### config.mk
export PLATFORM = sky130hd
export DESIGN_NAME = seq_calc_core
export DESIGN_NICKNAME = d
export VERILOG_FILES = /design/src/rtl/calc_pkg.sv /design/src/rtl/seq_mul_shift_add.sv /design/src/rtl/seq_calc_core.sv
export SDC_FILE = /design/constraint.sdc
export NUM_CORES = 1
export LEC_CHECK = 0
export BUFFER_PORTS_ARGS = -buffer_cell sky130_fd_sc_hd__buf_2
export CAP_MARGIN = 20
export CELL_PAD_IN_SITES_DETAIL_PLACEMENT = 0
export CELL_PAD_IN_SITES_GLOBAL_PLACEMENT = 1
export CORE_UTILIZATION = 46
export CTS_CLUSTER_DIAMETER = 150
export DETAILED_ROUTE_END_ITERATION = 8
export PLACE_DENSITY = 0.82
export SYNTH_ARGS = -nofsm -noshare
export SYNTH_HDL_FRONTEND = slang
export SYNTH_SLANG_ARGS = --single-unit
### constraint.sdc
create_clock -name CLOCK_50 -period 3.42 [get_ports CLOCK_50]
set_clock_uncertainty 0.1 [all_clocks]
set_input_delay 0.513 -clock CLOCK_50 [delete_from_list [all_inputs] [get_ports CLOCK_50]]
set_output_delay 0.513 -clock CLOCK_50 [all_outputs]
set_load 0.01 [all_outputs]
### src/rtl/calc_pkg.sv
// rtl/calc_pkg.sv - shared opcodes, FSM states and latency constants for seq_calc_core
package calc_pkg;

  typedef enum logic [2:0] {
    OP_ADD = 3'b000,
    OP_SUB = 3'b001,
    OP_ABS = 3'b010,
    OP_NEG = 3'b011,
    OP_MUL = 3'b100
  } op_t;

  typedef enum logic [1:0] {
    S_IDLE = 2'd0,
    S_EXEC = 2'd1,
    S_MULT = 2'd2,
    S_DONE = 2'd3
  } state_t;

  // Start-to-done edges for the single-cycle operations
  localparam int ALU_LAT = 2;

  // Start-to-done edges for MUL: accept, WIDTH shift-add steps, then the result edge
  function automatic int mul_lat(input int width);
    return width + 2;
  endfunction

endpackage

### src/rtl/seq_mul_shift_add.sv
// rtl/seq_mul_shift_add.sv - unsigned WIDTH x WIDTH iterative shift-add multiplier
module seq_mul_shift_add #(
  parameter int WIDTH = 8
) (
  input  logic                 clk,
  input  logic                 reset,
  input  logic                 load,
  input  logic                 step,
  input  logic [WIDTH-1:0]     mcand,
  input  logic [WIDTH-1:0]     mplier,
  output logic [2*WIDTH-1:0]   product,
  output logic                 finished
);

  localparam int CW = $clog2(WIDTH + 1);

  logic [2*WIDTH-1:0] mcand_q;
  logic [2*WIDTH-1:0] acc_q;
  logic [WIDTH-1:0]   mplier_q;
  logic [CW-1:0]      cnt_q;

  // One multiplier bit per step: add the shifted multiplicand when the current bit is set
  always_ff @(posedge clk) begin
    if (reset) begin
      mcand_q  <= '0;
      acc_q    <= '0;
      mplier_q <= '0;
      cnt_q    <= '0;
    end else if (load) begin
      mcand_q  <= {{WIDTH{1'b0}}, mcand};
      mplier_q <= mplier;
      acc_q    <= '0;
      cnt_q    <= '0;
    end else if (step && !finished) begin
      if (mplier_q[0]) begin
        acc_q <= acc_q + mcand_q;
      end
      mcand_q  <= mcand_q << 1;
      mplier_q <= mplier_q >> 1;
      cnt_q    <= cnt_q + CW'(1);
    end
  end

  assign product  = acc_q;
  assign finished = (cnt_q == CW'(WIDTH));

endmodule

### src/rtl/seq_calc_core.sv
// rtl/seq_calc_core.sv - clocked signed add/sub/abs/neg/mul calculator with overflow flags
module seq_calc_core
  import calc_pkg::*;
#(
  parameter int WIDTH    = 8,
  parameter bit SATURATE = 1'b0
) (
  input  logic             CLOCK_50,
  input  logic             reset,
  input  logic             start,
  input  logic [2:0]       op,
  input  logic [WIDTH-1:0] a,
  input  logic [WIDTH-1:0] b,
  input  logic             clr_flags,
  output logic             busy,
  output logic             done,
  output logic [WIDTH-1:0] result,
  output logic             ovf,
  output logic             ovf_sticky,
  output logic             err
);

  localparam logic [WIDTH-1:0] SMAX = {1'b0, {(WIDTH-1){1'b1}}};
  localparam logic [WIDTH-1:0] SMIN = {1'b1, {(WIDTH-1){1'b0}}};

  state_t             state_q, state_d;
  logic [WIDTH-1:0]   a_q, b_q;
  logic [2:0]         op_q;
  logic               accept;
  logic               load_result;
  logic               mul_fin;
  logic [2*WIDTH-1:0] mul_prod;
  logic [WIDTH-1:0]   mag_a, mag_b;
  logic [2*WIDTH-1:0] ea, eb, exact;
  logic [WIDTH:0]     exact_hi;
  logic               ovf_d;
  logic [WIDTH-1:0]   res_d;

  assign accept      = (state_q == S_IDLE) && start;
  assign load_result = (state_q == S_EXEC) || ((state_q == S_MULT) && mul_fin);

  // The multiplier works on magnitudes taken straight from the inputs so it can load on the accept edge
  assign mag_a = a[WIDTH-1] ? -a : a;
  assign mag_b = b[WIDTH-1] ? -b : b;

  seq_mul_shift_add #(.WIDTH(WIDTH)) u_mul (
    .clk      (CLOCK_50),
    .reset    (reset),
    .load     (accept),
    .step     (state_q == S_MULT),
    .mcand    (mag_a),
    .mplier   (mag_b),
    .product  (mul_prod),
    .finished (mul_fin)
  );

  // State register
  always_ff @(posedge CLOCK_50) begin
    if (reset) begin
      state_q <= S_IDLE;
    end else begin
      state_q <= state_d;
    end
  end

  // Next state and handshake outputs; start is only looked at in IDLE
  always_comb begin
    state_d = state_q;
    busy    = 1'b0;
    done    = 1'b0;
    case (state_q)
      S_IDLE: begin
        if (start) begin
          state_d = (op == OP_MUL) ? S_MULT : S_EXEC;
        end
      end
      S_EXEC: begin
        busy    = 1'b1;
        state_d = S_DONE;
      end
      S_MULT: begin
        busy = 1'b1;
        if (mul_fin) begin
          state_d = S_DONE;
        end
      end
      S_DONE: begin
        done    = 1'b1;
        state_d = S_IDLE;
      end
      default: state_d = S_IDLE;
    endcase
  end

  // Exact value in 2*WIDTH bits for every op, then range check against WIDTH bits
  always_comb begin
    ea    = {{WIDTH{a_q[WIDTH-1]}}, a_q};
    eb    = {{WIDTH{b_q[WIDTH-1]}}, b_q};
    exact = '0;
    case (op_q)
      OP_ADD:  exact = ea + eb;
      OP_SUB:  exact = ea - eb;
      OP_ABS:  exact = a_q[WIDTH-1] ? -ea : ea;
      OP_NEG:  exact = -ea;
      OP_MUL:  exact = (a_q[WIDTH-1] ^ b_q[WIDTH-1]) ? -mul_prod : mul_prod;
      default: exact = '0;
    endcase
    exact_hi = exact[2*WIDTH-1:WIDTH-1];
    ovf_d    = !((exact_hi == '0) || (exact_hi == '1));
    if (ovf_d && SATURATE) begin
      res_d = exact[2*WIDTH-1] ? SMIN : SMAX;
    end else begin
      res_d = exact[WIDTH-1:0];
    end
  end

  // Operand latch, registered result and sticky flags; a flag set wins over a same-edge clear
  always_ff @(posedge CLOCK_50) begin
    if (reset) begin
      a_q        <= '0;
      b_q        <= '0;
      op_q       <= '0;
      result     <= '0;
      ovf        <= 1'b0;
      ovf_sticky <= 1'b0;
      err        <= 1'b0;
    end else begin
      if (accept) begin
        a_q  <= a;
        b_q  <= b;
        op_q <= op;
      end
      if (load_result) begin
        result <= res_d;
        ovf    <= ovf_d;
      end
      if (load_result && ovf_d) begin
        ovf_sticky <= 1'b1;
      end else if (clr_flags) begin
        ovf_sticky <= 1'b0;
      end
      if (accept && (op > 3'd4)) begin
        err <= 1'b1;
      end else if (clr_flags) begin
        err <= 1'b0;
      end
    end
  end

endmodule

Yosys cells after proc, flatten, opt, wreduce, memory -nomap -nowiden:

Index checks and enable logic that the tools add are counted.
Widths: inputs -> output; s select.

* latch bits: 0
* memories: 0
* output and inout port bits: 13
* input bits: 23
* memory bits (read-only): 0
* RAM bits: 0
* flip-flop bits (word level): 76
* word-level logic and storage cells: 72

* bitwise logic cells: 1
* reductions and logical operators: 19
* magnitude comparators: 1
* $add $sub $neg: 8
* mux-type cells: 18
* multiply operators: 0
* div/mod/pow operators: 0
* shift-type cells: 0
* equal/unequal tests: 12

Operator list (number)
* $pmux 16 s5: 1
* $mux 8: 6
* $mux 16: 2
* $neg 16->16: 2
* $add 16x16->16: 1
* $neg 8->8: 2
* $add 8x8->9: 1
* $eq 9x9->1 const B: 1
* $logic_not 9->1: 1
* $sub 8x8->9: 1
* $pmux 2 s4: 1
* $eq 3x2->1 const B: 2
* $eq 3x3->1 const B: 2
* $mux 2: 3
* $reduce_bool 2->1: 3
* $logic_and 1x1->1: 5
* $mux 1: 5
* $add 4x1->4 const B: 1
* $eq 2x2->1 const B: 2
* $eq 4x4->1 const B: 1
* $ne 2x2->1 const B: 2
* $reduce_and 2->1: 2
* $reduce_or 2->1: 2
* $eq 3x1->1 const B: 1
* 7 further kinds: 9

Longest topological paths before layout:

Gate-level depths: netlist (run 1).

* depth after elaboration: 8
* gate-level depth with buffers: 13
* gate-level depth less buffers: 13

Cells and area by module:

A second synthesis (run 1) with hierarchy kept.

* cells, all modules: 787
* area total of the unflattened synthesis: 5775.5 sq um

By module, submodules not included
* seq_calc_core: times used 1, seq. area each 640.6 sq um, cells an instance 449, area each 3263.1 sq um
* seq_mul_shift_add: times used 1, seq. area each 880.8 sq um, cells an instance 338, area each 2512.4 sq um

Least setup slack after synthesis (run 1):

OpenSTA, ideal clock, no wires.

* path kind: reg-to-reg
* start point: register a_q[2]
* end point: register ovf
* library setup time: 123 ps
* data arrival time: 2501 ps
* setup slack: 696 ps
* clock period less this slack: 2724 ps
* stages on the path, launching flop included: 13
* path buffers: 0
* required time: 3197 ps
* path through: dfxtp_1 nor3_1 nor3b_1 nand2_1 nor2_1 ha_1 a211o_1 o211ai_1 a211oi_2 nand4_1 or4_1 a22oi_1 nand2_1

* longest elaborated chain between the ends: 6
* elaborated cells on any way between the ends: 9
* those cells by class: add/sub (3); eq/ne (1); mux (2); reduce/logical (3)

RTL lines
* start: declaration: line seq_calc_core.sv:27 `logic [WIDTH-1:0] a_q, b_q;`
* start signal: assignment: line seq_calc_core.sv:120 `a_q <= '0;`
* start signal: assignment: line seq_calc_core.sv:129 `a_q <= a;`
* $neg 16->16: line seq_calc_core.sv:103, seq_calc_core.sv:104
* $mux 16: line seq_calc_core.sv:103 `OP_ABS: exact = a_q[WIDTH-1] ? -ea : ea;`
* $pmux 16 s5 (*): line seq_calc_core.sv:100 `case (op_q)`
* $eq 9x9->1 or $logic_not 9->1 (tied branches): line seq_calc_core.sv:109 `ovf_d = !((exact_hi == '0) || (exact_hi == '1));`
* $logic_or 1x1->1 (*): line seq_calc_core.sv:109
* $logic_not 1->1 (*): line seq_calc_core.sv:109
* end signal: assignment: line seq_calc_core.sv:135 `ovf <= ovf_d;`
* end: declaration: line seq_calc_core.sv:18 `output logic ovf,`

Mark *: on every way between the ends. The rest lies on a longest branch, timed or not.
A chain may end at the register's enable or synchronous reset.

Worst setup path after layout (run 1):

* start point: register a_q[3]
* end point: register ovf

Same word-level chain as after synthesis.

==> results of run 1 <==
registers in the layout (all words and copies together), names as in the netlist:
name / count
a_q: 8
b_q: 8
err: 1
op_q: 3
ovf: 1
ovf_sticky: 1
result: 8
state_q: 2
u_mul.cnt_q: 4
u_mul.mcand_q: 16
u_mul.mplier_q: 8
u_mul.product: 16
cell type report:
class,count,area (um2),share of cell area (%)
clock inverter,4,30.0,0.486
timing repair buffer,50,288,4.66
multi-input combinational,593,3730,60.5
clock buffer,12,267,4.31
tap,143,179,2.90
inverter,42,158,2.55
sequential,76,1520,24.6
power by group through the flow:
stage	clock network, mW	registers, mW	logic [mW]
floorplan	0	1.16	1.15
global placement	0	1.18	1.53
detailed placement	0	1.19	1.57
CTS	0.969	1.17	1.58
global route	1.01	1.19	1.77
finish	0.953	1.17	1.59
path summary, 6_finish.rpt:
| kind | depth (start not counted) | to | from | slack, ps |
|---|---|---|---|---|
| setup / recovery | 12 | ovf | a_q[3] | 370 |
| hold / removal | 3 | op_q[1] | op[1] | 320 |
| setup reg to reg | 12 | ovf | a_q[3] | 370 |
| hold reg to reg | 2 | result[5] | result[5] | 350 |
cells in the mapped netlist (all sizes together), types with 4 or more instances:
cell and number:
a21oi 75, and3 6, buf 9, nand3 15
nor2b 6, o211ai 4, clkbuf 32, a31o 4
nor4 6, a22oi 7, nand2 130, a21o 7
a211oi 8, o21ai 25, ha 50, o22ai 5
nand2b 10, xor2 9, inv 42, and2 7
nor3 18, xnor2 28, or3 4, a31oi 13
nor2 71, a311oi 15, nor3b 7, o21a 4
nand4 8, o31ai 9, dfxtp 76
cells by family (layout without fill, tap and decap cells):
| family | after synthesis | after routing | share of synthesized area [%] |
|---|---|---|---|
| muxes | 4 | 4 | 0.740 |
| xor gates and xnor gates | 37 | 37 | 5.81 |
| buffers and inverters | 83 | 108 | 5.83 |
| adders and majority gates | 53 | 53 | 12.3 |
| and+or+nand+nor | 300 | 300 | 25.0 |
| DFF | 76 | 76 | 27.3 |
| AOI/OAI and AO/OA | 199 | 199 | 23.0 |
per-layer routing:
| metal | vias to the layer above | GRT usage (%) | part of all wire [%] |
|---|---|---|---|
| met5 | - | 0 | 0 |
| met1 | 2497 | 32.2 | 46 |
| met2 | 119 | 42.1 | 48 |
| li1 | 2693 | - | - |
| met4 | 0 | 6.31 | 1.1 |
| met3 | 13 | 5.94 | 5.0 |
cell usage in the layout (no fill, tap or decap), types with 4 or more instances in the layout:
cell type / synthesis / layout
a211oi_1: 7 / 7
a21o_1: 7 / 7
a21oi_1: 75 / 75
a22oi_1: 7 / 7
a311oi_1: 15 / 15
a31o_2: 4 / 4
a31oi_1: 13 / 13
and2_1: 5 / 5
and3_1: 6 / 6
buf_2: 5 / 35
buf_4: 0 / 15
clkbuf_16: 0 / 9
dfxtp_1: 76 / 76
ha_1: 50 / 50
inv_1: 42 / 42
nand2_1: 130 / 130
nand2b_1: 10 / 10
nand3_1: 15 / 15
nand4_1: 8 / 8
nor2_1: 71 / 71
nor2b_1: 6 / 6
nor3_1: 18 / 18
nor3b_1: 7 / 6
nor4_1: 4 / 4
o211ai_1: 4 / 4
o21a_1: 4 / 4
o21ai_0: 24 / 24
o22ai_1: 5 / 5
o31ai_1: 9 / 9
or3_1: 4 / 4
xnor2_1: 28 / 28
xor2_1: 9 / 9
worst max-delay path: cells and delay by family (launching register included):
family / cells / cell delay, ps
and+or+nand+nor: 7 / 1640
AOI/OAI and AO/OA: 4 / 680
adders and majority gates: 1 / 130
DFF: 1 / 370
repair_timing:
action                     in CTS  in global routing
gates resized for setup         0                  1
hold buffers                    0                  0
setup endpoints to repair       0                  2
stage by stage:
stage | worst slack (ps) | utilization [%] | cell area, um2
finish | 373 | 53.2 | 6180
global route | 31.4 | 53.2 | 6180
CTS | 216 | 53.1 | 6170
detailed placement | 278 | 50.6 | 5880
global placement | 385 | 50.6 | 5880
floorplan | 696 | - | 5580
==> metrics.txt, run 1 <==
fraction of the yosys area taken by sequential cells 27.3%; static leakage 2.50 nW; leading post-synthesis cells by cell area dfxtp_1 (27%), ha_1 (11%), nand2_1 (8.8%); setup repair bufs after CTS 0; area share of the largest cell type after synthesis 27.3%; classification of the worst setup path reg -> reg; cell taking the most area after synthesis dfxtp_1; height of the chip 112 um; clock transition at the register clock pins on the worst setup and hold paths after CTS 60 ps; Comb power frac 42.8%; outcome complete, no violations; Final Critical Period 3050 ps; sink count of the clock tree 76; fraction of final layout cells with drive strength greater than 1 10.7%; worst hold slack 322 ps; Internal Dissipation 2.19 mW; master of the slowest instance on the critical path or4_1; first-pass GRT wire length 24.9 mm; cell-by-cell trace of the critical path nor3_1 -> nor3b_2 -> nand2_1 -> nor2_1 -> ha_1 -> a211o_1 -> o211ai_1 -> a211oi_2 -> nand4_1 -> or4_1 -> a22oi_1 -> nand2_1; net switching power of the design 1.52 mW; Synthesis Warnings 0; slew at the pin closest to its max-slew limit 806 ps; remaining number of nets flagged by the antenna check after routing 0; buffers added on ports 35; highest net fanout along the worst path 6; count of flip-flops with a built-in enable after synthesis 0; GP Congestion 0.887; synthesis-stage register bit count 76; number of antenna violations at the first check in global routing 0; gr ovfl total 0; count of standard-cell rows 39; Slew headroom 46.2%; pin count of the biggest net entering global routing 47; maximum number of buffers from clock root to sink 2; synth unique cells 63; Detailed Routing Iterations Pass 1 5; number of standard cells in the layout, taps in and fillers out 920; CP startpoint kind flip-flop; overall die width 112 um; Synth Flop Type dfxtp_1; mean routed wirelength per cell 16.2 um; Net Count, Synth 828; worst-skew pair later-pin latency 340 ps; number of instances in the synthesized netlist 752; RSZ-0062 raised after global routing false; portion of the clock cycle consumed by the worst path in the final layout 89.1%; synth-to-layout area growth 10.8%; n_diodes 0; Detailed Route WL 14.9 mm; biggest cell delay along the critical path 420 ps; Post-synth ARST share 0%; switching part of the total power 41.0%; total routing usage reported by global routing 25.0%; class of the tightest hold or removal check in -> reg; fill cell instance count of the final layout 1,144; CTS tree built; hold violation total from the final report 0; category of the worst setup path capture point flip-flop; die area 12,600 um2; count of endpoints failing setup in the final report 0; peak clock frequency supported by timing 328 MHz; Worst VDD drop 451 uV; htree depth 3; post-layout net count 848; post-layout power 3.71 mW; Worst EP required 3540 ps; vias after detailed routing 5,322; via count of the first global-routing pass 4,936; I/O pin cnt 36; signal arrival time at the worst endpoint 3170 ps; total DRC errors in the routed layout 0; buffer cell driving the clock tree root clkbuf_16; Post-Synthesis Mean Instance Area 7.42 um2; max-cap violations 0; core area 11,600 um2; cell area after synthesis 5580 um2; sequential cell fraction of total power 31.5%; post-detailed-placement half-perimeter wirelength 11.3 mm; via density per instance 5.78; # placed instances 904; Iteration-0 DRC Markers 253; cell repeated most along the worst path nand2_1; Final Max Tran Viols 0; number of CTS-inserted buffers 9; effective utilization at floorplan 48.0%; Pwr per Cell Area 600 nW/um2; power share of the clock group 25.7%; total negative slack for setup checks 0 ps
No activity file was read; power rests on OpenSTA's default activity.
==> run 2: changes to the inputs <==
--- a/config.mk
+++ b/config.mk
@@ -9,10 +9,11 @@
 export CAP_MARGIN = 20
 export CELL_PAD_IN_SITES_DETAIL_PLACEMENT = 0
 export CELL_PAD_IN_SITES_GLOBAL_PLACEMENT = 1
+export CORE_ASPECT_RATIO = 0.75
 export CORE_UTILIZATION = 46
 export CTS_CLUSTER_DIAMETER = 150
 export DETAILED_ROUTE_END_ITERATION = 8
-export PLACE_DENSITY = 0.82
+export PLACE_DENSITY = 0.84
 export SYNTH_ARGS = -nofsm -noshare
 export SYNTH_HDL_FRONTEND = slang
 export SYNTH_SLANG_ARGS = --single-unit
==> run 2 against run 1 <==
  * Count of clock-buffer cells in the layout decreased by 2
  * Die area about the same
  * Final cell count increased by 2.3%
  * Worst hold slack improved by 20 ps
  * Global-route usage increased by 0.13 points
  * Core utilization increased by 0.19 points
  * Flip-flop and latch count unchanged
  * Routed wire length decreased by 0.68%
  * Combinational power about the same
  * Critical endpoint is now ovf_sticky
  * Largest cell class unchanged
==> metrics.txt, run 2 (same netlist as run 1, synthesis figures left out) <==
remaining number of nets flagged by the antenna check after routing 0; CTS Hold Buffers Added 0; count of standard-cell rows 34; static leakage 2.53 nW; outcome complete, no violations; number of CTS-inserted buffers 9; gr ovfl total 0; Resized Gates After CTS 0; count of endpoints failing setup in the final report 0; height of the chip 97.4 um; n_diodes 0; htree depth 3; setup repair bufs after CTS 0; Final Max Tran Viols 0; max-cap violations 0; post-layout net count 850; total routing usage reported by global routing 25.1%; vias after detailed routing 5,353; total negative slack for setup checks 0 ps; Slew headroom 37.9%; die area 12,600 um2; first-pass GRT wire length 24.8 mm; worst-skew pair later-pin latency 330 ps; number of standard cells in the layout, taps in and fillers out 941; GP Congestion 0.862; CP startpoint kind flip-flop; Detailed Routing Iterations Pass 1 5; Detailed Route WL 14.8 mm; synth-to-layout area growth 12.0%; post-detailed-placement half-perimeter wirelength 11.2 mm; Worst VDD drop 339 uV; fill cell instance count of the final layout 1,126; hold violation total from the final report 0; category of the worst setup path capture point flip-flop; class of the tightest hold or removal check in -> reg; RSZ-0062 raised after global routing false; most common cell after layout, fill and taps aside nand2_1; overall die width 129 um; post-layout power 3.81 mW; Iteration-0 DRC Markers 343; post-place instance area 5910 um2; slew at the pin closest to its max-slew limit 925 ps; CTS tree built; Worst EP required 3540 ps; # placed instances 925; signal arrival time at the worst endpoint 3230 ps; portion of the clock cycle consumed by the worst path in the final layout 91.0%; clock transition at the register clock pins on the worst setup and hold paths after CTS 60 ps; sink count of the clock tree 76; peak clock frequency supported by timing 321 MHz; buffer cell driving the clock tree root clkbuf_16; buffers added on ports 35; classification of the worst setup path reg -> reg; mean routed wirelength per cell 15.8 um; I/O pin cnt 36; leading cell types in the layout, fill and taps excluded nand2_1 (130), dfxtp_1 (76), a21oi_1 (75); core area 11,700 um2; effective utilization at floorplan 47.7%; via density per instance 5.69; Pwr per Cell Area 610 nW/um2; total DRC errors in the routed layout 0; design area 6240 um2; maximum number of buffers from clock root to sink 2; fraction of final layout cells with drive strength greater than 1 10.9%; Final Critical Period 3110 ps; pin count of the biggest net entering global routing 47; highest net fanout along the worst path 6; number of antenna violations at the first check in global routing 0; via count of the first global-routing pass 4,875
==> run 2: power by group <==
part / internal, mW / switching (mW)
registers: 1.03 / 0.147
clock network: 0.659 / 0.381
logic: 0.610 / 0.984
==> run 2: per-stage QoR <==
step | hold WS (ps) | worst slack, ps | util (%)
floorplan | 348 | 696 | -
global placement | 337 | 349 | 50.6
detailed placement | 341 | 288 | 50.6
CTS | 333 | 264 | 53.3
global route | 353 | 48.4 | 53.4
finish | 342 | 306 | 53.4
==> run 2: critical path, cell delays in order, from the launching register on <==
cell and delay (ps):
dfxtp_1 410, inv_1 90, ha_1 220, inv_1 70, fa_1 190, a21o_1 150
a31oi_1 130, o21ba_2 250, a2bb2oi_1 330, o221ai_1 220, or4_1 550, a22oi_1 230
nand2_1 70
==> run 2: per-layer routing <==
layer | share of wire [%] | track usage [%] | routed length, um
met1 | 50 | 36.3 | 7460
met2 | 43 | 37.3 | 6440
met3 | 5.0 | 5.56 | 740
met4 | 1.3 | 6.43 | 198
met5 | 0 | 0 | 0
==> run 2: worst paths after layout <==
path	from	to	slack [ps]	depth (start not counted)
worst max-delay path	a_q[0]	ovf_sticky	310	12
worst min-delay path	op[0]	op_q[0]	340	3
worst max register to register	a_q[0]	ovf_sticky	310	12
worst min register to register	result[4]	result[4]	350	2
==> run 2: final cells by class <==
class / instances / area, um2 / area share, %
multi-input cells: 593 / 3730 / 59.8
repair buffers: 52 / 303 / 4.85
flip-flops and latches: 76 / 1520 / 24.4
well taps: 162 / 203 / 3.25
clock inverters: 6 / 86.3 / 1.38
inverters: 42 / 158 / 2.52
clock buffers: 10 / 239 / 3.83
==> run 3: changes to the inputs <==
--- a/config.mk
+++ b/config.mk
@@ -14,6 +14,7 @@
 export CTS_CLUSTER_DIAMETER = 150
 export DETAILED_ROUTE_END_ITERATION = 8
 export PLACE_DENSITY = 0.84
+export RECOVER_POWER = 50
 export SYNTH_ARGS = -nofsm -noshare
 export SYNTH_HDL_FRONTEND = slang
 export SYNTH_SLANG_ARGS = --single-unit
==> run 3 against run 2 <==
  * Setup slack worse by 7.0 ps
  * Critical endpoint unchanged
  * Via count is 0.69% higher
  * Largest cell class unchanged
  * Flip-flop and latch count stayed put
  * The flow now finishes with violations (capacitance limit, slew limit)
  * Highest routed layer unchanged
==> metrics.txt, run 3 (same netlist as run 1, synthesis figures left out) <==
maximum number of buffers from clock root to sink 2; first-pass GRT wire length 24.8 mm; via count of the first global-routing pass 4,875; post-detailed-placement half-perimeter wirelength 11.2 mm; CP startpoint kind flip-flop; Finished Core Util 53.1%; total negative slack for setup checks 0 ps; sink count of the clock tree 76; total DRC errors in the routed layout 0; via density per instance 5.73; outcome finished, violations left; classification of the worst setup path reg -> reg; peak clock frequency supported by timing 320 MHz; Iteration-0 DRC Markers 356; clock transition at the register clock pins on the worst setup and hold paths after CTS 60 ps; post-layout net count 850; number of antenna violations at the first check in global routing 0; Hold EP op_q[0]; buffers added on ports 35; post-layout power 3.79 mW; core area 11,700 um2; design area 6220 um2; GP Congestion 0.862; Detailed Routing Iterations Pass 1 5; synth-to-layout area growth 11.5%; CTS Hold Buffers Added 0; count of endpoints failing setup in the final report 0; RSZ-0062 raised after global routing false; hold path cells 3; hold violation total from the final report 0; pin count of the biggest net entering global routing 47; setup repair bufs after CTS 0; signal arrival time at the worst endpoint 3240 ps; category of the worst setup path capture point flip-flop; effective utilization at floorplan 47.7%; R2R depth 12; remaining number of nets flagged by the antenna check after routing 0; CTS tree built; worst reg2reg endpoint ovf_sticky; gr ovfl total 0; buffer cell driving the clock tree root clkbuf_16; post-place instance area 5910 um2; I/O pin cnt 36; static leakage 2.46 nW; number of CTS-inserted buffers 9; slack of the worst reg-to-reg path 300 ps; portion of the clock cycle consumed by the worst path in the final layout 91.3%; slew at the pin closest to its max-slew limit 1860 ps; most common cell after layout, fill and taps aside nand2_1; Final Max Tran Viols 59; Slew headroom -24.1%; max-cap violations 2; beginning of the worst hold path op[0]; Detailed Route WL 14.8 mm; vias after detailed routing 5,390; overall die width 129 um; count of standard-cell rows 34; Worst VDD drop 334 uV; mean routed wirelength per cell 15.7 um; launch point of the critical path a_q[0]; source of the worst register-to-register timing path a_q[0]; worst-skew pair later-pin latency 330 ps; height of the chip 97.4 um; class of the tightest hold or removal check in -> reg; Final Critical Period 3120 ps; Pwr per Cell Area 610 nW/um2; Worst EP required 3540 ps; fraction of final layout cells with drive strength greater than 1 8.86%; highest net fanout along the worst path 6; total routing usage reported by global routing 25.1%; violated checks capacitance limit, slew limit; leading cell types in the layout, fill and taps excluded nand2_1 (130), dfxtp_1 (76), a21oi_1 (75); n_diodes 0; htree depth 3; die area 12,600 um2
-- run 3: changes by cell type in the layout (fill, tap and decap cells not counted), sizes merged --
cell / before / now
clkbuf: 10 / 26
buf: 52 / 36
-- run 3: what timing repair did --
action,CTS,global route
resized for setup,0,1
hold endpoints to repair,0,0
setup endpoints to repair,0,2
-- run 3: layer usage --
metal / track usage, % / wire [um] / vias to the layer above
met5: 0 / 0 / -
li1: - / - / 2703
met2: 37.3 / 6370 / 137
met3: 5.56 / 782 / 18
met4: 6.43 / 179 / 0
met1: 36.3 / 7420 / 2532
-- run 3: worst max-delay path by stage --
stage | endpoint | cells past startpoint | slack (ps)
after global placement | ovf | 12 | 350
final | ovf_sticky | 12 | 300
after floorplan | ovf | 12 | 700
after CTS | ovf | 12 | 260
after detailed placement | ovf | 12 | 290
after global routing | ovf_sticky | 12 | 50
-- run 3: worst max-delay path, cell delays in order, from the launching register on --
cell,delay [ps]
dfxtp_1,410
inv_1,90
ha_1,220
inv_1,70
fa_1,190
a21o_1,150
a31oi_1,130
o21ba_2,250
a2bb2oi_1,320
o221ai_1,230
or4_1,560
a22oi_1,230
nand2_1,70
-- run 3: cell type report --
| type | instances | area, um2 |
|---|---|---|
| Fill cell | 1138 | 5480 |
| Multi-Input combinational cell | 593 | 3730 |
| Sequential cell | 76 | 1520 |
| Timing Repair Buffer | 52 | 275 |
| Clock buffer | 10 | 239 |
| Tap cell | 162 | 203 |
| Inverter | 42 | 158 |
| Clock inverter | 6 | 86.3 |
-- run 3: metrics by stage --
step	cells	worst slack (ps)	hold slack, ps
2_1_floorplan	752	696	348
3_3_place_gp	925	349	337
3_5_place_dp	925	288	341
4_1_cts	941	264	333
5_1_grt	941	48.4	353
6_report	941	299	342
-- run 3: power breakdown --
group / internal (mW) / leakage, nW / switching [mW]
combinational: 0.592 / 1.68 / 0.985
clock: 0.659 / 0.159 / 0.381
sequential: 1.03 / 0.619 / 0.146
